$ cat src/rtl/cpu_pkg.sv
// Shared CPU definitions: instruction field positions, bubble/reset constants
// and the IF/ID pipeline-register bundle.
package cpu_pkg;

  localparam int unsigned RS_MSB = 25;
  localparam int unsigned RS_LSB = 21;
  localparam int unsigned RT_MSB = 20;
  localparam int unsigned RT_LSB = 16;

  // sll $0,$0,0 -- used as the bubble word in IF/ID and ID/EX
  localparam logic [31:0] NOP_INSTR_C = 32'h0000_0000;
  localparam logic [31:0] RESET_PC_C  = 32'h0000_0000;

  typedef enum logic [1:0] {
    PC_HOLD,
    PC_SEQ,
    PC_BRANCH,
    PC_JUMP
  } pc_src_e;

  typedef struct packed {
    logic [31:0] pc4;
    logic [31:0] instr;
    logic        valid;
  } ifid_t;

  function automatic logic [31:0] pc_plus4(input logic [31:0] pc);
    return pc + 32'd4;
  endfunction

endpackage

$ cat src/rtl/pipe_reg.sv
// Generic pipeline register: synchronous reset, synchronous clear to a
// caller-supplied bubble value, and enable (hold when low).
module pipe_reg #(
  parameter int unsigned      W       = 32,
  parameter logic [W-1:0]     RST_VAL = '0
) (
  input  logic         clk_i,
  input  logic         rst_i,
  input  logic         en_i,
  input  logic         clr_i,
  input  logic [W-1:0] clr_val_i,
  input  logic [W-1:0] d_i,
  output logic [W-1:0] q_o
);

  always_ff @(posedge clk_i) begin
    if (rst_i) begin
      q_o <= RST_VAL;
    end else if (clr_i) begin
      q_o <= clr_val_i;
    end else if (en_i) begin
      q_o <= d_i;
    end
  end

endmodule

$ cat src/rtl/if_stage.sv
// Instruction-fetch stage: PC register, instruction-memory address, IF/ID
// pipeline register, branch/jump redirect and saturating stall-cycle counter.
module if_stage
  import cpu_pkg::*;
#(
  parameter logic [31:0] RESET_PC  = RESET_PC_C,
  parameter int unsigned CNT_W     = 16,
  parameter logic [31:0] NOP_INSTR = NOP_INSTR_C
) (
  input  logic             clk_i,
  input  logic             rst_i,
  input  logic             start_i,
  input  logic             pc_stall_i,
  input  logic             ifid_stall_i,
  input  logic             branch_i,
  input  logic [31:0]      branch_target_i,
  input  logic             jump_i,
  input  logic [31:0]      jump_target_i,
  output logic [31:0]      imem_addr_o,
  input  logic [31:0]      imem_data_i,
  output logic [31:0]      ifid_pc4_o,
  output logic [31:0]      ifid_instr_o,
  output logic [4:0]       ifid_rs_o,
  output logic [4:0]       ifid_rt_o,
  output logic             ifid_valid_o,
  output logic [CNT_W-1:0] stall_cnt_o
);

  localparam ifid_t IFID_BUBBLE = '{pc4: '0, instr: NOP_INSTR, valid: 1'b0};
  localparam int unsigned IFID_W = $bits(ifid_t);

  pc_src_e     pc_src;
  logic [31:0] pc_q;
  logic [31:0] pc_d;
  logic [31:0] pc4;
  logic        redirect;
  logic        pc_en;
  logic        ifid_clr;
  logic        ifid_en;
  ifid_t       ifid_d;
  ifid_t       ifid_q;
  logic        cnt_inc;

  assign pc4         = pc_plus4(pc_q);
  assign imem_addr_o = pc_q;

  // A redirect is only honoured when the branch/jump in ID is not itself stalled.
  assign redirect = start_i & (branch_i | jump_i) & ~ifid_stall_i;

  always_comb begin
    pc_src = PC_HOLD;
    if (start_i) begin
      if (redirect) begin
        pc_src = branch_i ? PC_BRANCH : PC_JUMP;
      end else if (!pc_stall_i) begin
        pc_src = PC_SEQ;
      end
    end
  end

  always_comb begin
    pc_d = pc_q;
    unique case (pc_src)
      PC_HOLD:   pc_d = pc_q;
      PC_SEQ:    pc_d = pc4;
      PC_BRANCH: pc_d = branch_target_i;
      PC_JUMP:   pc_d = jump_target_i;
      default:   pc_d = pc_q;
    endcase
  end

  assign pc_en = (pc_src != PC_HOLD);

  pipe_reg #(
    .W       (32),
    .RST_VAL (RESET_PC)
  ) u_pc_reg (
    .clk_i     (clk_i),
    .rst_i     (rst_i),
    .en_i      (pc_en),
    .clr_i     (1'b0),
    .clr_val_i (RESET_PC),
    .d_i       (pc_d),
    .q_o       (pc_q)
  );

  // Idle or redirect squashes the fetch; otherwise ifid_stall_i holds all fields.
  assign ifid_clr = ~start_i | redirect;
  assign ifid_en  = ~ifid_stall_i;

  always_comb begin
    ifid_d       = IFID_BUBBLE;
    ifid_d.pc4   = pc4;
    ifid_d.instr = imem_data_i;
    ifid_d.valid = 1'b1;
  end

  pipe_reg #(
    .W       (IFID_W),
    .RST_VAL (IFID_BUBBLE)
  ) u_ifid_reg (
    .clk_i     (clk_i),
    .rst_i     (rst_i),
    .en_i      (ifid_en),
    .clr_i     (ifid_clr),
    .clr_val_i (IFID_BUBBLE),
    .d_i       (ifid_d),
    .q_o       (ifid_q)
  );

  assign ifid_pc4_o   = ifid_q.pc4;
  assign ifid_instr_o = ifid_q.instr;
  assign ifid_valid_o = ifid_q.valid;
  assign ifid_rs_o    = ifid_q.instr[RS_MSB:RS_LSB];
  assign ifid_rt_o    = ifid_q.instr[RT_MSB:RT_LSB];

  assign cnt_inc = start_i & ifid_stall_i & ~redirect;

  always_ff @(posedge clk_i) begin
    if (rst_i) begin
      stall_cnt_o <= '0;
    end else if (cnt_inc && (stall_cnt_o != '1)) begin
      stall_cnt_o <= stall_cnt_o + CNT_W'(1);
    end
  end

endmodule
$ cat config.mk
export PLATFORM = sky130hd
export DESIGN_NAME = if_stage
export DESIGN_NICKNAME = d
export VERILOG_FILES = /design/src/rtl/cpu_pkg.sv /design/src/rtl/pipe_reg.sv /design/src/rtl/if_stage.sv
export SDC_FILE = /design/constraint.sdc
export NUM_CORES = 1
export LEC_CHECK = 0
export ABC_CLOCK_PERIOD_IN_PS = 4350
export CAP_MARGIN = 20
export CORE_ASPECT_RATIO = 0.75
export CORE_MARGIN = 8
export CORE_UTILIZATION = 48
export CTS_BUF_LIST = sky130_fd_sc_hd__clkbuf_4
export CTS_CLUSTER_DIAMETER = 40
export CTS_CLUSTER_SIZE = 24
export DETAILED_ROUTE_END_ITERATION = 8
export GPL_TIMING_DRIVEN = 0
export PLACE_DENSITY_LB_ADDON = 0.08
export SYNTH_ARGS = -nofsm -noshare
export SYNTH_HDL_FRONTEND = slang
export SYNTH_SLANG_ARGS = --single-unit
$ cat constraint.sdc
create_clock -name clk_i -period 4.35 [get_ports clk_i]
set_input_delay 0.87 -clock clk_i [delete_from_list [all_inputs] [get_ports clk_i]]
set_output_delay 0.87 -clock clk_i [all_outputs]
set_load 0.005 [all_outputs]
==> impl_metrics.py, run 1 <==
metrics = {
    "sta": {
        "setup_viol": 0,
        "fin_crit_sh_pct": 69.77,
        "slew_violations": 0,
        "period_needed_ns": 3.035,
        "finClkSkew_ns": 0.02826,
        "fmax_mhz": 329.5,
        "hold_violations": 0,
        "holdWs_ns": 0.4628,
        "tightest_slew_ns": 1.071,
        "rsz0062_at_grt": "no",
        "slew_headroom_pct": 28.31,
        "finalSetupTns_ns": 0,
    },
    "power": {
        "leakage_nw": 2.899,
        "cellPowerDensity_nw_per_um2": 269.2,
        "power.share.combinational_pct": 16.8,
        "p_switching_uw": 616.1,
        "sw_frac_of_total_pct": 27.90,
        "cellInternalPower_mw": 1.592,
        "irDropWorstVdd_uv": 186.0,
        "clkPwrFrac_pct": 33.3,
        "seq_power_share_pct": 49.9,
    },
    "grt": {
        "grt_pass1_wl_um": 31660,
        "grtUsageTotal_pct": 26.19,
        "gr-total-overflow": 0,
        "grt_pass1_vias": 6100,
        "antenna_found_initial": 1,
        "grt_max_degree": 17,
    },
    "yosys": {
        "synth-seq-cells": 113,
        "synth_common_cells": "dfxtp_1 (113), nor2_1 (90), a21oi_1 (47)",
        "synth.distinct_cells": 64,
        "synthArstFlopShare_pct": 0,
        "yosys-top-cells-area": "dfxtp_1 (41%), mux2i_1 (7.0%), nor2_1 (6.1%)",
        "ys.warnings.count": 0,
        "synth_edf_count": 0,
        "syn_avg_cell_area_um2": 8.498,
        "netlist_area_um2": 5549,
        "yosysMostFrequentCell": "dfxtp_1",
        "synthCells": 653,
        "dominantRegCellSynth": "dfxtp_1",
        "synth_nets": 758,
        "yosysSeqAreaShare_pct": 40.77,
        "synth.top_cell.area_share_pct": 40.77,
        "yosysTopAreaCell": "dfxtp_1",
    },
    "min_path": {
        "hp-class": "register to register",
    },
    "clock_network": {
        "cts_resized": 0,
        "clk_pin_slew_ns": 0.12,
        "postCtsHoldBufs": 0,
        "numCtsBuffers": 17,
        "clock_path_buffers": 2,
        "h-tree-depth": 4,
        "cts_tree": "yes",
        "postCtsSetupBuffers": 0,
        "worstSkewPairLatency_ns": 0.53,
        "cts-root-buf": "clkbuf_4",
        "cts.sinks": 113,
    },
    "detailed_routing": {
        "viasPerCell": 5.807,
        "drtIter0Drc": 706,
        "wire_per_inst_um": 19.68,
        "drtAntennaViolNets": 0,
        "drc_errors": 1,
        "first_pass_iters": 8,
        "finalWirelength_um": 20650,
        "vias": 6092,
    },
    "final_layout": {
        "drive_gt1_share_pct": 6.409,
        "area_delta_synth_final_pct": 47.80,
        "antenna_cells": 0,
        "num-fill-cells": 893,
        "nNetsFinal": 999,
        "postLayoutCoreUtil_pct": 71.67,
    },
    "worst_setup_path": {
        "crit_arrival_ns": 3.44,
        "endpoint_kind": "register",
        "crit_chain": "clkdlybuf4s50_1, nor2_1, a2bb2oi_1, clkbuf_1, nor4_1, o21ai_0, a21oi_1",
        "critPathKind": "input pin to register",
        "path_max_fanout": 10,
        "required_ns": 4.76,
        "critPathMaxStageDelay_ns": 0.88,
        "worstSetupStartpointType": "input pin",
        "crit_slowest_cell": "a2bb2oi_1",
    },
    "placement": {
        "port_buffers": 222,
        "gp_congestion": 0.9185,
        "hpwl_um": 15880,
    },
    "die": {
        "die_h_um": 109.1,
        "row_count": 34,
        "core-area_um2": 11440,
        "ios": 226,
        "start_util_pct": 48.49,
        "die_area_um2": 15290,
        "die_x_um": 140.2,
    },
    "job": {
        "cap_violations": 0,
    },
    "outcome": {
        "status": "finished with violations",
        "violations": "DRC",
    },
}
==> per-stage QoR <==
| step | power, mW | std cells | setup slack [ns] | area, µm² |
|---|---|---|---|---|
| floorplan | 1.268 | 653 | 1.884 | 5549 |
| global placement | 1.479 | 1019 | 0.9430 | 7951 |
| finish | 2.208 | 1049 | 1.315 | 8202 |
| detailed placement | 1.490 | 1019 | 0.8406 | 7951 |
| CTS | 2.208 | 1049 | 1.399 | 8202 |
| global route | 2.298 | 1049 | 1.221 | 8202 |
==> cells by family (layout without fill, tap and decap cells) <==
logic type | Yosys count | in the layout | synth area share [%]
flops | 113 | 113 | 40.77
mux | 40 | 40 | 7.238
simple gates | 215 | 215 | 19.39
compound gates | 173 | 173 | 20.29
xor+xnor | 38 | 38 | 5.998
buf+inv | 72 | 324 | 5.862
fa+ha+maj | 2 | 2 | 0.4509
==> sequential cells by signal, summed over array words and instances, names as in the netlist <==
| register | flops |
|---|---|
| u_pc_reg.q_o | 32 |
| stall_cnt_o | 16 |
| u_ifid_reg.q_o | 65 |
==> worst max-delay path, delay by kind of cell <==
| kind | cells | cell delay, ns |
|---|---|---|
| and+or+nand+nor | 2 | 0.29 |
| AOI/OAI and AO/OA | 3 | 1.20 |
| buffers and inverters | 2 | 1.07 |
==> layout by cell type, fill, tap and decap left out, types with 6 or more instances in the layout <==
master	count
nand2_1	28
mux2i_1	39
and3_1	6
xnor2_1	19
buf_4	12
buf_2	6
dfxtp_1	113
nand4_1	12
clkbuf_1	36
clkdlybuf4s50_1	222
clkbuf_4	17
nor3_1	14
o2bb2ai_1	6
o21ai_0	41
xor2_1	19
nor2_1	90
a22oi_1	12
inv_1	12
a22o_1	8
a211oi_1	11
nor4_1	9
a21oi_1	47
o211ai_1	8
nand3_1	24
==> metal layers <==
| metal | vias to the layer above | track usage, % | routed length [µm] |
|---|---|---|---|
| li1 | 2850 | - | - |
| met4 | 2 | 8.417 | 411 |
| met2 | 335 | 42.75 | 9582 |
| met3 | 37 | 10.94 | 2365 |
| met1 | 2868 | 31.00 | 8280 |
| met5 | - | 0 | 10 |
==> final timing paths <==
kind / start / end / slack [ns] / cells past startpoint
worst min-delay path: u_ifid_reg.q_o[0]$_SDFFE_PP0N_ / u_ifid_reg.q_o[0]$_SDFFE_PP0N_ / 0.46 / 1
worst max register to register: u_pc_reg.q_o[2]$_SDFFE_PP0P_ / u_pc_reg.q_o[28]$_SDFFE_PP0P_ / 1.60 / 6
worst max-delay path: jump_i / u_pc_reg.q_o[22]$_SDFFE_PP0P_ / 1.31 / 7
worst min register to register: u_ifid_reg.q_o[0]$_SDFFE_PP0N_ / u_ifid_reg.q_o[0]$_SDFFE_PP0N_ / 0.46 / 1
==> power groups by stage <==
| stage | logic (mW) | clock network (mW) | registers, mW |
|---|---|---|---|
| after floorplan | 0.148 | 0 | 1.12 |
| after global placement | 0.357 | 0 | 1.12 |
| after detailed placement | 0.366 | 0 | 1.12 |
| after CTS | 0.368 | 0.740 | 1.10 |
| after global routing | 0.396 | 0.796 | 1.11 |
| final | 0.370 | 0.736 | 1.10 |
==> area by class of cell <==
cell class | instances | area (µm²) | share of cell area, %
multi-input combinational | 468 | 2962 | 36.11
sequential | 113 | 2262 | 27.58
timing repair buffer | 222 | 2222 | 27.09
buffer | 59 | 276.5 | 3.371
tap | 144 | 180.2 | 2.197
clock buffer | 17 | 127.6 | 1.556
clock inverter | 13 | 122.6 | 1.495
inverter | 13 | 48.80 | 0.5950
No activity file was read; power rests on OpenSTA's default activity.
==> inputs of run 2 (changes only) <==
--- a/config.mk
+++ b/config.mk
@@ -5,11 +5,11 @@
 export SDC_FILE = /design/constraint.sdc
 export NUM_CORES = 1
 export LEC_CHECK = 0
-export ABC_CLOCK_PERIOD_IN_PS = 4350
+export ABC_CLOCK_PERIOD_IN_PS = 2800
 export CAP_MARGIN = 20
 export CORE_ASPECT_RATIO = 0.75
 export CORE_MARGIN = 8
-export CORE_UTILIZATION = 48
+export CORE_UTILIZATION = 45
 export CTS_BUF_LIST = sky130_fd_sc_hd__clkbuf_4
 export CTS_CLUSTER_DIAMETER = 40
 export CTS_CLUSTER_SIZE = 24
==> constraint.sdc (replaced) <==
create_clock -name clk_i -period 2.8 [get_ports clk_i]
set_input_delay 0.56 -clock clk_i [delete_from_list [all_inputs] [get_ports clk_i]]
set_output_delay 0.56 -clock clk_i [all_outputs]
set_load 0.005 [all_outputs]
==> run 2 against run 1 <==
Against the previous run: largest power group unchanged; the run now ends clean; utilization down 3.0 points; sequential power up 55%; setup slack got worse by 1.2 ns; hold slack improved by 0.0040 ns; clock skew shrank 0.0097 ns; register-to-register slack got worse by 1.4 ns; cell count increased by 2.3%; die area up 5.8%; largest cell class unchanged; first-iteration DRC count is 32% lower; combinational power up 55%; critical endpoint is now u_pc_reg.q_o[27]$_SDFFE_PP0P_; total power rose by 74%; cell area rose by 1.9%.
==> impl_metrics.py, run 2 (synthesis gave the netlist of run 1 again) <==
metrics = {
    "outcome": {
        "status": "finished clean",
    },
    "sta": {
        "fin_ws_ns": 0.1339,
        "tightest_slew_ns": 0.9684,
        "slew_violations": 0,
        "period_needed_ns": 2.666,
        "finClkSkew_ns": 0.01853,
        "setup_viol": 0,
        "fmax_mhz": 375.1,
        "hold_violations": 0,
        "fin_crit_sh_pct": 95.22,
        "rsz0062_at_grt": "no",
        "slew_headroom_pct": 35.19,
    },
    "power": {
        "cellPowerDensity_nw_per_um2": 460.7,
        "irDropWorstVdd_uv": 460.6,
        "p_switching_uw": 981.0,
        "clkPwrFrac_pct": 40.7,
        "power.share.combinational_pct": 14.9,
        "leakage_nw": 2.966,
        "seq_power_share_pct": 44.5,
        "sw_frac_of_total_pct": 25.49,
        "cellInternalPower_mw": 2.868,
    },
    "worst_setup_path": {
        "required_ns": 3.22,
        "worstSetupStartpointType": "input pin",
        "crit_slowest_cell": "a2bb2oi_1",
        "crit_chain": "clkdlybuf4s50_1, nor2_1, a2bb2oi_1, clkbuf_1, o2bb2ai_1, nand2_1, o311ai_0",
        "crit_arrival_ns": 3.08,
        "path_max_fanout": 10,
        "critPathMaxStageDelay_ns": 0.81,
        "endpoint_kind": "register",
        "critPathKind": "input pin to register",
    },
    "placement": {
        "pre_cts_slack_ns": -0.2411,
        "gp_congestion": 0.9078,
        "dp_cells": 1041,
        "port_buffers": 222,
        "hpwl_um": 15750,
        "placed_area_um2": 7979,
    },
    "detailed_routing": {
        "first_pass_iters": 5,
        "drtIter0Drc": 479,
        "viasPerCell": 5.675,
        "wire_per_inst_um": 19.16,
        "drtAntennaViolNets": 0,
        "finalWirelength_um": 20550,
        "drc_errors": 0,
        "vias": 6089,
    },
    "final_layout": {
        "top_register": "u_ifid_reg.q_o",
        "reg_top3": "u_ifid_reg.q_o (65), u_pc_reg.q_o (32), stall_cnt_o (16)",
        "postLayoutCoreUtil_pct": 68.62,
        "area_delta_synth_final_pct": 50.55,
        "largest_reg_flops": 65,
        "layout.cells.non_filler": 1073,
        "num-fill-cells": 983,
        "antenna_cells": 0,
        "mostFrequentLayoutCell": "clkdlybuf4s50_1",
        "drive_gt1_share_pct": 6.946,
        "nNetsFinal": 999,
        "final_cell_mix": "clkdlybuf4s50_1 (222), dfxtp_1 (113), nor2_1 (89)",
        "finalInstanceArea_um2": 8354,
    },
    "clock_network": {
        "postCtsSetupBuffers": 0,
        "clk_pin_slew_ns": 0.11,
        "cts_tree": "yes",
        "cts.sinks": 113,
        "numCtsBuffers": 17,
        "h-tree-depth": 4,
        "clock_path_buffers": 2,
        "worstSkewPairLatency_ns": 0.54,
        "postCtsHoldBufs": 0,
        "cts-root-buf": "clkbuf_4",
    },
    "job": {
        "cap_violations": 0,
    },
    "die": {
        "row_count": 35,
        "start_util_pct": 45.58,
        "die_x_um": 144.2,
        "ios": 226,
        "die_h_um": 112.2,
        "die_area_um2": 16180,
        "core-area_um2": 12170,
    },
    "min_path": {
        "hp-class": "register to register",
    },
    "grt": {
        "gr-total-overflow": 0,
        "antenna_found_initial": 0,
        "grt_max_degree": 17,
        "grt_pass1_vias": 5947,
        "grtUsageTotal_pct": 24.74,
        "grt_pass1_wl_um": 31600,
    },
}
## run 2: area by class of cell
| type | count | area, µm² | share of cell area, % |
|---|---|---|---|
| flip-flops and latches | 113 | 2262 | 27.08 |
| clock inverters | 14 | 237.7 | 2.846 |
| clock buffers | 18 | 135.1 | 1.617 |
| inverters | 13 | 48.80 | 0.5841 |
| plain buffers | 59 | 276.5 | 3.310 |
| multi-input cells | 468 | 2964 | 35.48 |
| repair buffers | 222 | 2222 | 26.60 |
| well taps | 166 | 207.7 | 2.486 |
## run 2: worst max-delay path, delay by kind of cell
| kind | cells | cell delay (ns) |
|---|---|---|
| AND/OR/NAND/NOR | 2 | 0.26 |
| buffers and inverters | 2 | 1.13 |
| AO/OA/AOI/OAI | 3 | 1.14 |
## run 2: stage by stage
step | power [mW] | hold WS, ns | TNS [ns]
floorplan | 1.970 | 0.4511 | 0
global placement | 2.296 | 0.4381 | -2.430
detailed placement | 2.311 | 0.4509 | -2.793
CTS | 3.855 | 0.4738 | 0
global route | 3.986 | 0.4933 | 0
finish | 3.849 | 0.4668 | 0
## run 2: what timing repair did
| action | 4_1_cts | 5_1_grt |
|---|---|---|
| endpoints found under the setup margin | 0 | 1 |
| endpoints found under the hold margin | 0 | 0 |
| gates resized for setup | 0 | 1 |
## run 2: power groups by stage
stage / clock network (mW) / registers [mW] / logic (mW)
after detailed placement: 0 / 1.75 / 0.565
final: 1.57 / 1.71 / 0.572
after global placement: 0 / 1.74 / 0.554
after CTS: 1.58 / 1.71 / 0.570
after floorplan: 0 / 1.74 / 0.231
after global routing: 1.66 / 1.72 / 0.613
## run 2: per-layer routing
metal | vias to the layer above | routed length [µm] | track usage, %
met1 | 2897 | 8071 | 29.04
met4 | 0 | 421 | 8.230
met3 | 33 | 2541 | 10.31
li1 | 2851 | - | -
met5 | - | 0 | 0
met2 | 308 | 9519 | 39.97
## run 2: path summary, 6_finish.rpt
kind	cells past startpoint	slack, ns	from	to
min reg2reg	2	0.47	u_ifid_reg.q_o[37]$_SDFFE_PP0N_	u_ifid_reg.q_o[37]$_SDFFE_PP0N_
max	7	0.13	jump_i	u_pc_reg.q_o[27]$_SDFFE_PP0P_
max reg2reg	7	0.19	u_pc_reg.q_o[2]$_SDFFE_PP0P_	u_pc_reg.q_o[20]$_SDFFE_PP0P_
min	2	0.47	u_ifid_reg.q_o[37]$_SDFFE_PP0N_	u_ifid_reg.q_o[37]$_SDFFE_PP0N_
